$ cat src/rtl/calc_engine.sv
// Purpose: four-function signed decimal keypad calculator (add/sub/mul/div) with chaining.
// Latency: add/sub and divide-by-zero take 1 CALC cycle; mul/div take NW CALC cycles; done pulses on RESULT entry.
// Backpressure: key_ready drops during CALC and keys offered then are dropped; no internal queueing.
module calc_engine #(
    parameter int DIGITS = 3,
    parameter int NW     = 10
) (
    input  logic              clk,
    input  logic              rst_n,
    input  logic              key_valid,
    input  logic [3:0]        key_code,
    input  logic              key_type,
    output logic              key_ready,
    output logic [2*NW-1:0]   disp_val,
    output logic              disp_neg,
    output logic [1:0]        disp_op,
    output logic              busy,
    output logic              done,
    output logic              err
);
    localparam int RW = 2 * NW;
    localparam int CW = $clog2(DIGITS + 1);
    localparam int IW = $clog2(NW + 1);

    localparam logic [1:0] OP_ADD = 2'd0;
    localparam logic [1:0] OP_SUB = 2'd1;
    localparam logic [1:0] OP_MUL = 2'd2;
    localparam logic [1:0] OP_DIV = 2'd3;

    typedef enum logic [2:0] {
        ST_ENTER_A = 3'd0,
        ST_ENTER_B = 3'd1,
        ST_CALC    = 3'd2,
        ST_RESULT  = 3'd3,
        ST_ERROR   = 3'd4
    } state_t;

    state_t          state_q, state_d;
    logic [NW-1:0]   a_q, a_d, b_q, b_d;
    logic            sa_q, sa_d, sb_q, sb_d;
    logic [CW-1:0]   cnt_a_q, cnt_a_d, cnt_b_q, cnt_b_d;
    logic [1:0]      op_q, op_d;
    logic [IW-1:0]   iter_q, iter_d;
    logic [RW-1:0]   acc_q, acc_d;     // product accumulator / division remainder
    logic [RW-1:0]   sh_q, sh_d;       // multiplicand shifted left each mul step
    logic [NW-1:0]   wq_q, wq_d;       // multiplier (shifts right) / dividend-to-quotient (shifts left)
    logic [RW-1:0]   res_q, res_d;
    logic            res_neg_q, res_neg_d;
    logic            done_q, done_d;

    // Key decode: only keys accepted this cycle produce events
    logic            key_acc, dig_k, op_k, eq_k, clr_k, negkey;
    logic [1:0]      key_op;
    logic [NW-1:0]   dig_ext;
    assign key_acc = key_valid && key_ready;
    assign dig_k   = key_acc && !key_type && (key_code <= 4'd9);
    assign op_k    = key_acc && key_type && (key_code >= 4'hA) && (key_code <= 4'hD);
    assign eq_k    = key_acc && key_type && (key_code == 4'hE);
    assign clr_k   = key_acc && key_type && (key_code == 4'hF);
    assign negkey  = key_code == 4'hB;
    assign key_op  = key_code[1:0] ^ 2'b10;   // A->0, B->1, C->2, D->3
    assign dig_ext = {{(NW-4){1'b0}}, key_code};

    // CALC termination conditions
    logic div_zero, calc_last, res_ovf;
    assign div_zero  = (op_q == OP_DIV) && (b_q == '0);
    assign calc_last = (op_q == OP_ADD) || (op_q == OP_SUB) || div_zero ||
                       (iter_q == IW'(NW - 1));
    assign res_ovf   = |res_q[RW-1:NW];

    // Arithmetic step values: signed-magnitude add/sub, one shift-add step, one restoring-divide step
    logic          b_neg_eff, sum_neg, q_bit;
    logic [NW:0]   sum_mag, rem_sh, rem_nx;
    logic [RW-1:0] mul_acc;
    logic [NW-1:0] quo_nx;
    always_comb begin
        b_neg_eff = sb_q ^ (op_q == OP_SUB);
        if (sa_q == b_neg_eff) begin
            sum_mag = {1'b0, a_q} + {1'b0, b_q};
            sum_neg = sa_q;
        end else if (a_q >= b_q) begin
            sum_mag = {1'b0, a_q - b_q};
            sum_neg = sa_q;
        end else begin
            sum_mag = {1'b0, b_q - a_q};
            sum_neg = b_neg_eff;
        end
        if (sum_mag == '0) sum_neg = 1'b0;
        mul_acc = wq_q[0] ? (acc_q + sh_q) : acc_q;
        rem_sh  = {acc_q[NW-1:0], wq_q[NW-1]};
        q_bit   = rem_sh >= {1'b0, b_q};
        rem_nx  = q_bit ? (rem_sh - {1'b0, b_q}) : rem_sh;
        quo_nx  = {wq_q[NW-2:0], q_bit};
    end

    // State register and datapath registers, synchronous active-low reset
    always_ff @(posedge clk) begin
        if (!rst_n) begin
            state_q   <= ST_ENTER_A;
            a_q       <= '0;
            b_q       <= '0;
            sa_q      <= 1'b0;
            sb_q      <= 1'b0;
            cnt_a_q   <= '0;
            cnt_b_q   <= '0;
            op_q      <= OP_ADD;
            iter_q    <= '0;
            acc_q     <= '0;
            sh_q      <= '0;
            wq_q      <= '0;
            res_q     <= '0;
            res_neg_q <= 1'b0;
            done_q    <= 1'b0;
        end else begin
            state_q   <= state_d;
            a_q       <= a_d;
            b_q       <= b_d;
            sa_q      <= sa_d;
            sb_q      <= sb_d;
            cnt_a_q   <= cnt_a_d;
            cnt_b_q   <= cnt_b_d;
            op_q      <= op_d;
            iter_q    <= iter_d;
            acc_q     <= acc_d;
            sh_q      <= sh_d;
            wq_q      <= wq_d;
            res_q     <= res_d;
            res_neg_q <= res_neg_d;
            done_q    <= done_d;
        end
    end

    // Next-state logic
    always_comb begin
        state_d = state_q;
        case (state_q)
            ST_ENTER_A: if (op_k && cnt_a_q != '0) state_d = ST_ENTER_B;
            ST_ENTER_B: if (eq_k && cnt_b_q != '0) state_d = ST_CALC;
            ST_CALC:    if (calc_last) state_d = div_zero ? ST_ERROR : ST_RESULT;
            ST_RESULT: begin
                if (dig_k)     state_d = ST_ENTER_A;
                else if (op_k) state_d = res_ovf ? ST_ERROR : ST_ENTER_B;
            end
            default:    state_d = state_q;
        endcase
        if (clr_k) state_d = ST_ENTER_A;
    end

    // Operand entry, arithmetic iteration and result capture
    always_comb begin
        a_d       = a_q;
        b_d       = b_q;
        sa_d      = sa_q;
        sb_d      = sb_q;
        cnt_a_d   = cnt_a_q;
        cnt_b_d   = cnt_b_q;
        op_d      = op_q;
        iter_d    = iter_q;
        acc_d     = acc_q;
        sh_d      = sh_q;
        wq_d      = wq_q;
        res_d     = res_q;
        res_neg_d = res_neg_q;
        done_d    = 1'b0;
        case (state_q)
            ST_ENTER_A: begin
                if (dig_k && cnt_a_q < CW'(DIGITS)) begin
                    a_d     = a_q * NW'(10) + dig_ext;
                    cnt_a_d = cnt_a_q + CW'(1);
                end else if (op_k) begin
                    if (negkey && cnt_a_q == '0) begin
                        sa_d = ~sa_q;
                    end else if (cnt_a_q != '0) begin
                        op_d    = key_op;
                        b_d     = '0;
                        sb_d    = 1'b0;
                        cnt_b_d = '0;
                    end
                end
            end
            ST_ENTER_B: begin
                if (dig_k && cnt_b_q < CW'(DIGITS)) begin
                    b_d     = b_q * NW'(10) + dig_ext;
                    cnt_b_d = cnt_b_q + CW'(1);
                end else if (op_k && cnt_b_q == '0) begin
                    // With no digits yet, B means "negate B"; other operators replace the pending one
                    if (negkey) sb_d = ~sb_q;
                    else        op_d = key_op;
                end else if (eq_k && cnt_b_q != '0) begin
                    iter_d = '0;
                    acc_d  = '0;
                    sh_d   = {{NW{1'b0}}, a_q};
                    wq_d   = (op_q == OP_MUL) ? b_q : a_q;
                end
            end
            ST_CALC: begin
                done_d = calc_last && !div_zero;
                case (op_q)
                    OP_ADD, OP_SUB: begin
                        res_d     = {{(RW-NW-1){1'b0}}, sum_mag};
                        res_neg_d = sum_neg;
                    end
                    OP_MUL: begin
                        acc_d  = mul_acc;
                        sh_d   = {sh_q[RW-2:0], 1'b0};
                        wq_d   = {1'b0, wq_q[NW-1:1]};
                        iter_d = iter_q + IW'(1);
                        if (calc_last) begin
                            res_d     = mul_acc;
                            res_neg_d = (sa_q ^ sb_q) && (mul_acc != '0);
                        end
                    end
                    default: begin
                        if (!div_zero) begin
                            acc_d  = {{(RW-NW-1){1'b0}}, rem_nx};
                            wq_d   = quo_nx;
                            iter_d = iter_q + IW'(1);
                            if (calc_last) begin
                                res_d     = {{NW{1'b0}}, quo_nx};
                                res_neg_d = (sa_q ^ sb_q) && (quo_nx != '0);
                            end
                        end
                    end
                endcase
            end
            ST_RESULT: begin
                if (dig_k) begin
                    a_d     = dig_ext;
                    sa_d    = 1'b0;
                    cnt_a_d = CW'(1);
                    b_d     = '0;
                    sb_d    = 1'b0;
                    cnt_b_d = '0;
                end else if (op_k && !res_ovf) begin
                    // Chaining: the previous result becomes operand A
                    a_d     = res_q[NW-1:0];
                    sa_d    = res_neg_q;
                    cnt_a_d = CW'(1);
                    op_d    = key_op;
                    b_d     = '0;
                    sb_d    = 1'b0;
                    cnt_b_d = '0;
                end
            end
            default: ;
        endcase
        if (clr_k) begin
            a_d     = '0;
            b_d     = '0;
            sa_d    = 1'b0;
            sb_d    = 1'b0;
            cnt_a_d = '0;
            cnt_b_d = '0;
            op_d    = OP_ADD;
        end
    end

    // Output decode from state
    always_comb begin
        key_ready = state_q != ST_CALC;
        busy      = state_q == ST_CALC;
        err       = state_q == ST_ERROR;
        done      = done_q;
        disp_op   = op_q;
        disp_val  = '0;
        disp_neg  = 1'b0;
        case (state_q)
            ST_ENTER_A: begin
                disp_val = {{NW{1'b0}}, a_q};
                disp_neg = sa_q;
            end
            ST_ENTER_B, ST_CALC: begin
                disp_val = {{NW{1'b0}}, b_q};
                disp_neg = sb_q;
            end
            ST_RESULT: begin
                disp_val = res_q;
                disp_neg = res_neg_q;
            end
            default: ;
        endcase
    end
endmodule

$ cat config.mk
export PLATFORM = sky130hd
export DESIGN_NAME = calc_engine
export DESIGN_NICKNAME = d
export VERILOG_FILES = /design/src/rtl/calc_engine.sv
export SDC_FILE = /design/constraint.sdc
export NUM_CORES = 1
export LEC_CHECK = 0
export ABC_AREA = 1
export CORE_MARGIN = 5
export CORE_UTILIZATION = 40
export DETAILED_ROUTE_END_ITERATION = 10
export DONT_BUFFER_PORTS = 1
export PLACE_DENSITY = 0.54
export SYNTH_ARGS = -nofsm -noshare
export SYNTH_HDL_FRONTEND = slang
export SYNTH_SLANG_ARGS = --single-unit
$ cat constraint.sdc
create_clock -name clk -period 6.5 [get_ports clk]
set_input_delay 0.65 -clock clk [delete_from_list [all_inputs] [get_ports clk]]
set_output_delay 0.65 -clock clk [all_outputs]
set_load 0.05 [all_outputs]
==> load_flow_metrics.sql, run 1 <==
INSERT INTO impl_metrics (metric_group, metric, value, unit) VALUES
('routing', 'drt_first_iter_violations', '988', ''),
('logic_synthesis', 'synth_compound_area_share', '18.7', '%'),
('die', 'std_cell_rows', '58', ''),
('logic_synthesis', 'synth-simple-area-share', '32.7', '%'),
('pwr', 'peakVddDrop', '0.326', 'mV'),
('critical_path', 'cp.required', '6760', 'ps'),
('die', 'effective_utilization_at_floorplan', '40.2', '%'),
('routing', 'detail-route-antenna-nets', '0', ''),
('global_routing', 'grt_overflow', '0', ''),
('clocking', 'tritoncts', 'done', ''),
('place', 'port-buffer-count', '0', ''),
('run_status', 'status', 'finished, final reports clean', ''),
('critical_path', 'critical_path_fanouts_max', '10', ''),
('clocking', 'cts.hold.buffers_added', '0', ''),
('clocking', 'clock_insertion_delay_worst_skew', '360', 'ps'),
('logic_synthesis', 'postSynthCellCount', '1621', ''),
('place', 'finalWeightedCongestion', '0.942', ''),
('clocking', 'tritoncts.num_buffers', '9', ''),
('finish', 'syn_to_final_growth', '5.08', '%'),
('die', 'io-pin-count', '35', ''),
('die', 'die_w', '168', 'um'),
('routing', 'highest_signal_layer', 'met4', ''),
('clocking', 'postCtsResizedCells', '0', ''),
('logic_synthesis', 'synth_top_family_by_area', 'simple AND/OR/NAND/NOR gates', ''),
('logic_synthesis', 'synth_fp_nets', '1730', ''),
('routing', 'avgRoutedWirePerCell', '17.6', 'um'),
('place', 'dpl_worst_slack', '3290', 'ps'),
('sta', 'postLayoutSetupSlackWorst', '3190', 'ps'),
('sta', 'clock_skew', '9.84', 'ps'),
('finish', 'fillCellCount', '2736', ''),
('logic_synthesis', 'synth.mux.area_fraction', '0.0998', '%'),
('finish', 'final_cell_count_no_fill', '1923', ''),
('pwr', 'pwr_density_cell', '393', 'mW/mm^2'),
('clocking', 'cts.htree.levels', '3', ''),
('clocking', 'postCtsSetupRepairBufs', '0', ''),
('logic_synthesis', 'post_synth_fa_ha_maj_area_fraction', '13.3', '%'),
('global_routing', 'grt_pass1_wl', '54300', 'um'),
('routing', 'routed-via-count', '10400', ''),
('pwr', 'leakagePower', '0.00479', 'uW'),
('critical_path', 'critical_path_class', 'reg -> reg', ''),
('logic_synthesis', 'synth_area_leaders', 'dfxtp_1, nand2_1, ha_1, inv_1, a21oi_1', ''),
('global_routing', 'grt_usage', '23.7', '%'),
('die', 'placeableCoreArea', '0.0250', 'mm^2'),
('clocking', 'clkSinkCount', '107', ''),
('global_routing', 'initial_antenna_violation_count', '0', ''),
('sta', 'fmaxAchievable', '302', 'MHz'),
('finish', 'mostFrequentLayoutCell', 'nand2_1', ''),
('flow_run', 'drv_cap', '0', ''),
('logic_synthesis', 'avgSynthCellArea', '6.19', 'um^2'),
('global_routing', 'first_global_vias', '9830', ''),
('sta', 'setup_viol_count_final', '0', ''),
('finish', 'final_net_count', '1697', ''),
('clocking', 'cts.reportedPaths.clkPinSlew', '70', 'ps'),
('sta', 'unrepaired_setup_endpoints_after_global_routing', 'false', ''),
('routing', 'drt-total-wl', '33800', 'um'),
('logic_synthesis', 'synth_enable_flop_cells', '0', ''),
('routing', 'wl_met1', '16100', 'um'),
('sta', 'timing.slew.headroom', '17.4', '%'),
('routing', 'detail_route.vias_per_cell', '5.42', ''),
('critical_path', 'critical_path.startpoint_type', 'flop', ''),
('routing', 'route.met2.wl', '14900', 'um'),
('critical_path', 'critPathArrivalTime', '3560', 'ps'),
('logic_synthesis', 'ys_warn_count', '0', ''),
('logic_synthesis', 'syn-cell-area', '0.0100', 'mm^2'),
('finish', 'number_of_antenna_repair_diodes', '0', ''),
('finish', 'post_route_cells_drive_above_1_share', '4.39', '%'),
('logic_synthesis', 'synth-seq-area-share', '21.3', '%'),
('routing', 'dr.pass1.iters', '7', ''),
('logic_synthesis', 'yosys.area.top_type_share', '21.3', '%'),
('logic_synthesis', 'synth_ff_type', 'dfxtp_1', ''),
('die', 'fp.dieArea', '0.0284', 'mm^2');
-- through the flow --
stage | utilization, % | hold slack, ps | cell area, um^2
CTS | 42.2 | 374 | 10500
detailed placement | 41.1 | 462 | 10300
floorplan | - | 445 | 10000
global placement | 41.1 | 461 | 10300
finish | 42.2 | 382 | 10500
global route | 42.2 | 383 | 10500
-- area by class of cell --
type                            instances  area, um^2  share of cell area, %
Sequential cell                       107        2140                   20.3
Inverter                              221         832                   7.89
Multi-Input combinational cell       1236        6770                   64.2
Timing Repair Buffer                   13        97.6                  0.926
Tap cell                              330         413                   3.92
Clock buffer                           11         253                   2.40
Clock inverter                          5        36.3                  0.344
-- state kept, by name, indices dropped and copies added (netlist names) --
signal and cells:
acc_q 20, res_q 20, sh_q 20, a_q 10, b_q 10, wq_q 10
iter_q 4, state_q 3, cnt_a_q 2, cnt_b_q 2, disp_op 2, done 1
res_neg_q 1, sa_q 1, sb_q 1
-- power by group --
group / leakage [uW] / switching (uW) / internal, uW
Clock: 0.000139 / 265 / 283
Sequential: 0.000866 / 188 / 765
Combinational: 0.00378 / 1860 / 778
Total: 0.00479 / 2310 / 1830
-- per-layer routing --
| layer | vias to the layer above | track usage, % |
|---|---|---|
| li1 | 5276 | - |
| met1 | 4773 | 33.8 |
| met2 | 327 | 37.2 |
| met3 | 56 | 3.05 |
| met4 | 0 | 7.45 |
| met5 | - | 0 |
-- logic make-up (layout without fill, tap and decap cells) --
kind of cell,Yosys count,after routing
buf+inv,278,250
mux,1,1
simple gates,771,771
fa+ha+maj,101,101
flops,107,107
xor+xnor,30,30
compound gates,333,333
-- worst max-delay path, cell delays in order (launching register included) --
cell	delay, ps
dfxtp_1	630
inv_1	170
ha_1	590
inv_1	150
a21oi_1	320
nand2_1	170
a21oi_1	200
or2_2	140
nand2_1	60
nand2_1	60
nand2_1	80
nor2_1	90
nand2_1	60
nor2_1	90
nand2_1	110
nand3_1	90
nand3_1	90
nand2_1	80
inv_1	30
-- cell usage after synthesis (18+ instances only) --
| master | instances |
|---|---|
| nand2_1 | 450 |
| inv_1 | 204 |
| a21oi_1 | 141 |
| nand3_1 | 131 |
| nor2_1 | 119 |
| dfxtp_1 | 107 |
| o21ai_0 | 97 |
| ha_1 | 92 |
| clkbuf_1 | 26 |
| a31oi_1 | 25 |
| a211oi_1 | 18 |
-- path summary, 6_finish.rpt --
kind / startpoint / endpoint / slack (ps) / cells past startpoint
max: a_q[2] / res_neg_q / 3190 / 18
min: key_code[1] / disp_op[1] / 380 / 1
min reg2reg: res_q[17] / res_q[17] / 480 / 2
max reg2reg: a_q[2] / res_neg_q / 3190 / 18
No activity file was read; power rests on OpenSTA's default activity.
==> run 2, diff against run 1 <==
Settings changed: ABC_AREA 1 to 0.
Clock period 6.5 ns to 3.2 ns, I/O delays scaled along.
==> load_flow_metrics.sql, run 2 <==
INSERT INTO impl_metrics (metric_group, metric, value, unit) VALUES
('critical_path', 'critPathArrivalTime', '3490', 'ps'),
('logic_synthesis', 'synth_ff_type', 'dfxtp_1', ''),
('finish', 'number_of_antenna_repair_diodes', '0', ''),
('die', 'placeableCoreArea', '0.0228', 'mm^2'),
('logic_synthesis', 'synth_fp_nets', '1315', ''),
('routing', 'detail_route.vias_per_cell', '5.82', ''),
('logic_synthesis', 'yosys.area.top_type_share', '23.0', '%'),
('logic_synthesis', 'post_synth_num_cell_types', '82', ''),
('pwr', 'leakagePower', '0.00453', 'uW'),
('global_routing', 'first_global_vias', '8975', ''),
('critical_path', 'crit_top_cell', 'inv_2', ''),
('die', 'die_w', '163', 'um'),
('routing', 'drt_first_iter_violations', '752', ''),
('place', 'post-dp-hpwl', '24400', 'um'),
('clocking', 'cts.htree.levels', '3', ''),
('routing', 'drt-total-wl', '31800', 'um'),
('place', 'finalWeightedCongestion', '0.938', ''),
('finish', 'biggestRegsByFlops', 'acc_q: 20 flops, res_q: 20 flops, sh_q: 20 flops', ''),
('logic_synthesis', 'synth-seq-area-share', '23.0', '%'),
('clocking', 'cts.hold.buffers_added', '0', ''),
('sta', 'postLayoutSetupSlackWorst', '-61.0', 'ps'),
('clocking', 'cts-root-to-sink-buffers', '2', ''),
('pwr', 'pwr_density_cell', '364', 'mW/mm^2'),
('clocking', 'cts.reportedPaths.clkPinSlew', '80', 'ps'),
('critical_path', 'cp.required', '3430', 'ps'),
('finish', 'postLayoutCoreUtil', '48.0', '%'),
('logic_synthesis', 'netlist.top_cell.by_area', 'dfxtp_1', ''),
('die', 'chipHeight', '163', 'um'),
('logic_synthesis', 'synth_common_cells', 'nor2_1, nand2_1, dfxtp_1', ''),
('die', 'io-pin-count', '35', ''),
('die', 'std_cell_rows', '55', ''),
('sta', 'hold_viol_final', '0', ''),
('logic_synthesis', 'postSynthCellCount', '1206', ''),
('sta', 'setup_viol_count_final', '1', ''),
('logic_synthesis', 'count_leader_synth', 'nor2_1', ''),
('worst_hold_path', 'worst_hold_path_type', 'in -> reg', ''),
('logic_synthesis', 'syn-cell-area', '0.00931', 'mm^2'),
('logic_synthesis', 'avgSynthCellArea', '7.72', 'um^2'),
('pwr', 'peakVddDrop', '0.243', 'mV'),
('logic_synthesis', 'synth-async-reset-ratio', '0', '%'),
('logic_synthesis', 'synth_enable_flop_cells', '0', ''),
('routing', 'avgRoutedWirePerCell', '19.8', 'um'),
('clocking', 'root_buffer', 'clkbuf_16', ''),
('flow_run', 'drv_cap', '0', ''),
('critical_path', 'path_cells', 'inv_2 -> ha_4 -> inv_2 -> fa_2 -> a21o_1 -> a221o_1 -> a211o_4 -> a211o_1 -> a31oi_1 -> xnor2_1 -> nand3_1 -> o41ai_2 -> o211ai_1', ''),
('sta', 'unrepaired_setup_endpoints_after_global_routing', 'true', ''),
('routing', 'detail-route-antenna-nets', '0', ''),
('global_routing', 'initial_antenna_violation_count', '0', ''),
('finish', 'mostFrequentLayoutCell', 'nor2_1', ''),
('routing', 'routed-via-count', '9347', ''),
('global_routing', 'grt_usage', '23.5', '%'),
('finish', 'post_route_cells_drive_above_1_share', '16.3', '%'),
('die', 'effective_utilization_at_floorplan', '40.9', '%'),
('place', 'dp.cells', '1582', ''),
('critical_path', 'critical_path_fanouts_max', '5', ''),
('routing', 'dr.pass1.iters', '5', ''),
('sta', 'maxSlewViolCount', '0', ''),
('critical_path', 'critical-path-slowest-cell', 'a221o_1', ''),
('global_routing', 'grt_overflow', '0', ''),
('sta', 'tightestPinTransition', '1150', 'ps'),
('finish', 'layout_common_cells', 'nor2_1, buf_4, nand2_1, dfxtp_1, a21oi_1', ''),
('sta', 'worst_hold_slack', '107', 'ps'),
('clocking', 'tritoncts', 'done', ''),
('sta', 'post-route-period-util', '102', '%'),
('clocking', 'clkSinkCount', '107', ''),
('routing', 'drt_drc_violations_left', '0', ''),
('finish', 'final_cell_count_no_fill', '1605', ''),
('critical_path', 'end_kind', 'flop', ''),
('critical_path', 'cp_slowest_stage_delay', '400', 'ps'),
('critical_path', 'critical_path_class', 'reg -> reg', ''),
('sta', 'timing.slew.headroom', '23.3', '%'),
('clocking', 'tritoncts.num_buffers', '9', ''),
('sta', 'finalWorstPathRequiredPeriod', '3260', 'ps'),
('run_status', 'status', 'finished, violations left', ''),
('logic_synthesis', 'synth.ff_latch_count', '107', ''),
('global_routing', 'grt_pass1_wl', '49600', 'um'),
('die', 'fp.dieArea', '0.0264', 'mm^2'),
('logic_synthesis', 'ys_warn_count', '0', ''),
('run_status', 'failed_checks', 'setup timing', ''),
('sta', 'fmaxAchievable', '307', 'MHz'),
('global_routing', 'maximum_number_of_pins_on_one_net_before_global_route_repair', '46', ''),
('finish', 'syn_to_final_growth', '17.4', '%'),
('place', 'port-buffer-count', '0', ''),
('clocking', 'clock_insertion_delay_worst_skew', '360', 'ps'),
('critical_path', 'critical_path.startpoint_type', 'flop', ''),
('sta', 'clock_skew', '7.82', 'ps'),
('finish', 'final_net_count', '1396', ''),
('logic_synthesis', 'synth_area_leaders', 'dfxtp_1, ha_1, nor2_1, a21oi_1, nand2_1', '');
[run 2: cell families after synthesis]
logic type	Yosys count	share of synthesized area, %
adders and majority gates	101	14.3
DFF	107	23.0
buffers and inverters	124	5.34
xor gates and xnor gates	51	4.80
muxes	30	4.40
AOI/OAI and AO/OA	336	24.8
and+or+nand+nor	457	23.3
[run 2: cell type report]
type                            count  area (um^2)
Tap cell                          313          392
Inverter                           62          233
Clock buffer                        9          225
Multi-Input combinational cell    975         6800
Sequential cell                   107         2150
Timing Repair Buffer              132         1020
Fill cell                        2258        11900
Clock inverter                      7          106
[run 2: metrics by stage]
stage	TNS, ps	setup WS, ps	total power (uW)	area [um^2]
floorplan	0	15.8	2250	9310
global placement	-78.6	-78.6	2630	10400
detailed placement	-124	-124	2630	10400
CTS	-13.8	-13.8	3940	10800
global route	-379	-276	4150	10900
finish	-61.0	-61.0	3970	10900
[run 2: where the power goes]
| part | internal (uW) | switching (uW) |
|---|---|---|
| combinational | 518 | 779 |
| sequential | 1360 | 38.4 |
| clock | 703 | 570 |
[run 2: worst paths after layout]
| kind | to | depth (start not counted) | slack (ps) | from |
|---|---|---|---|---|
| min reg2reg | sh_q[15] | 2 | 480 | sh_q[15] |
| max | res_neg_q | 13 | -60 | a_q[0] |
| min | res_q[1] | 1 | 110 | rst_n |
| max reg2reg | res_neg_q | 13 | -60 | a_q[0] |
[run 2: per-layer routing]
layer / global-route usage, % / vias to the layer above / part of all wire [%]
met5: 0 / - / 0
met4: 5.38 / 0 / 1.7
met3: 3.85 / 42 / 6.2
met2: 39.7 / 285 / 47
met1: 31.7 / 4458 / 45
li1: - / 4562 / -
[run 2: repair_timing]
item / in CTS / in global routing
endpoints found under the setup margin: 2 / 5
pin swaps: 17 / 6
gates resized for setup: 17 / 13
setup buffers: 6 / 2
[run 2: critical path, delay by kind of cell, from the launching register on]
kind / cells / cell delay, ps
AOI/OAI and AO/OA: 7 / 1890
xor gates and xnor gates: 1 / 190
adders and majority gates: 2 / 480
buffers and inverters: 2 / 110
DFF: 1 / 330
and+or+nand+nor: 1 / 130
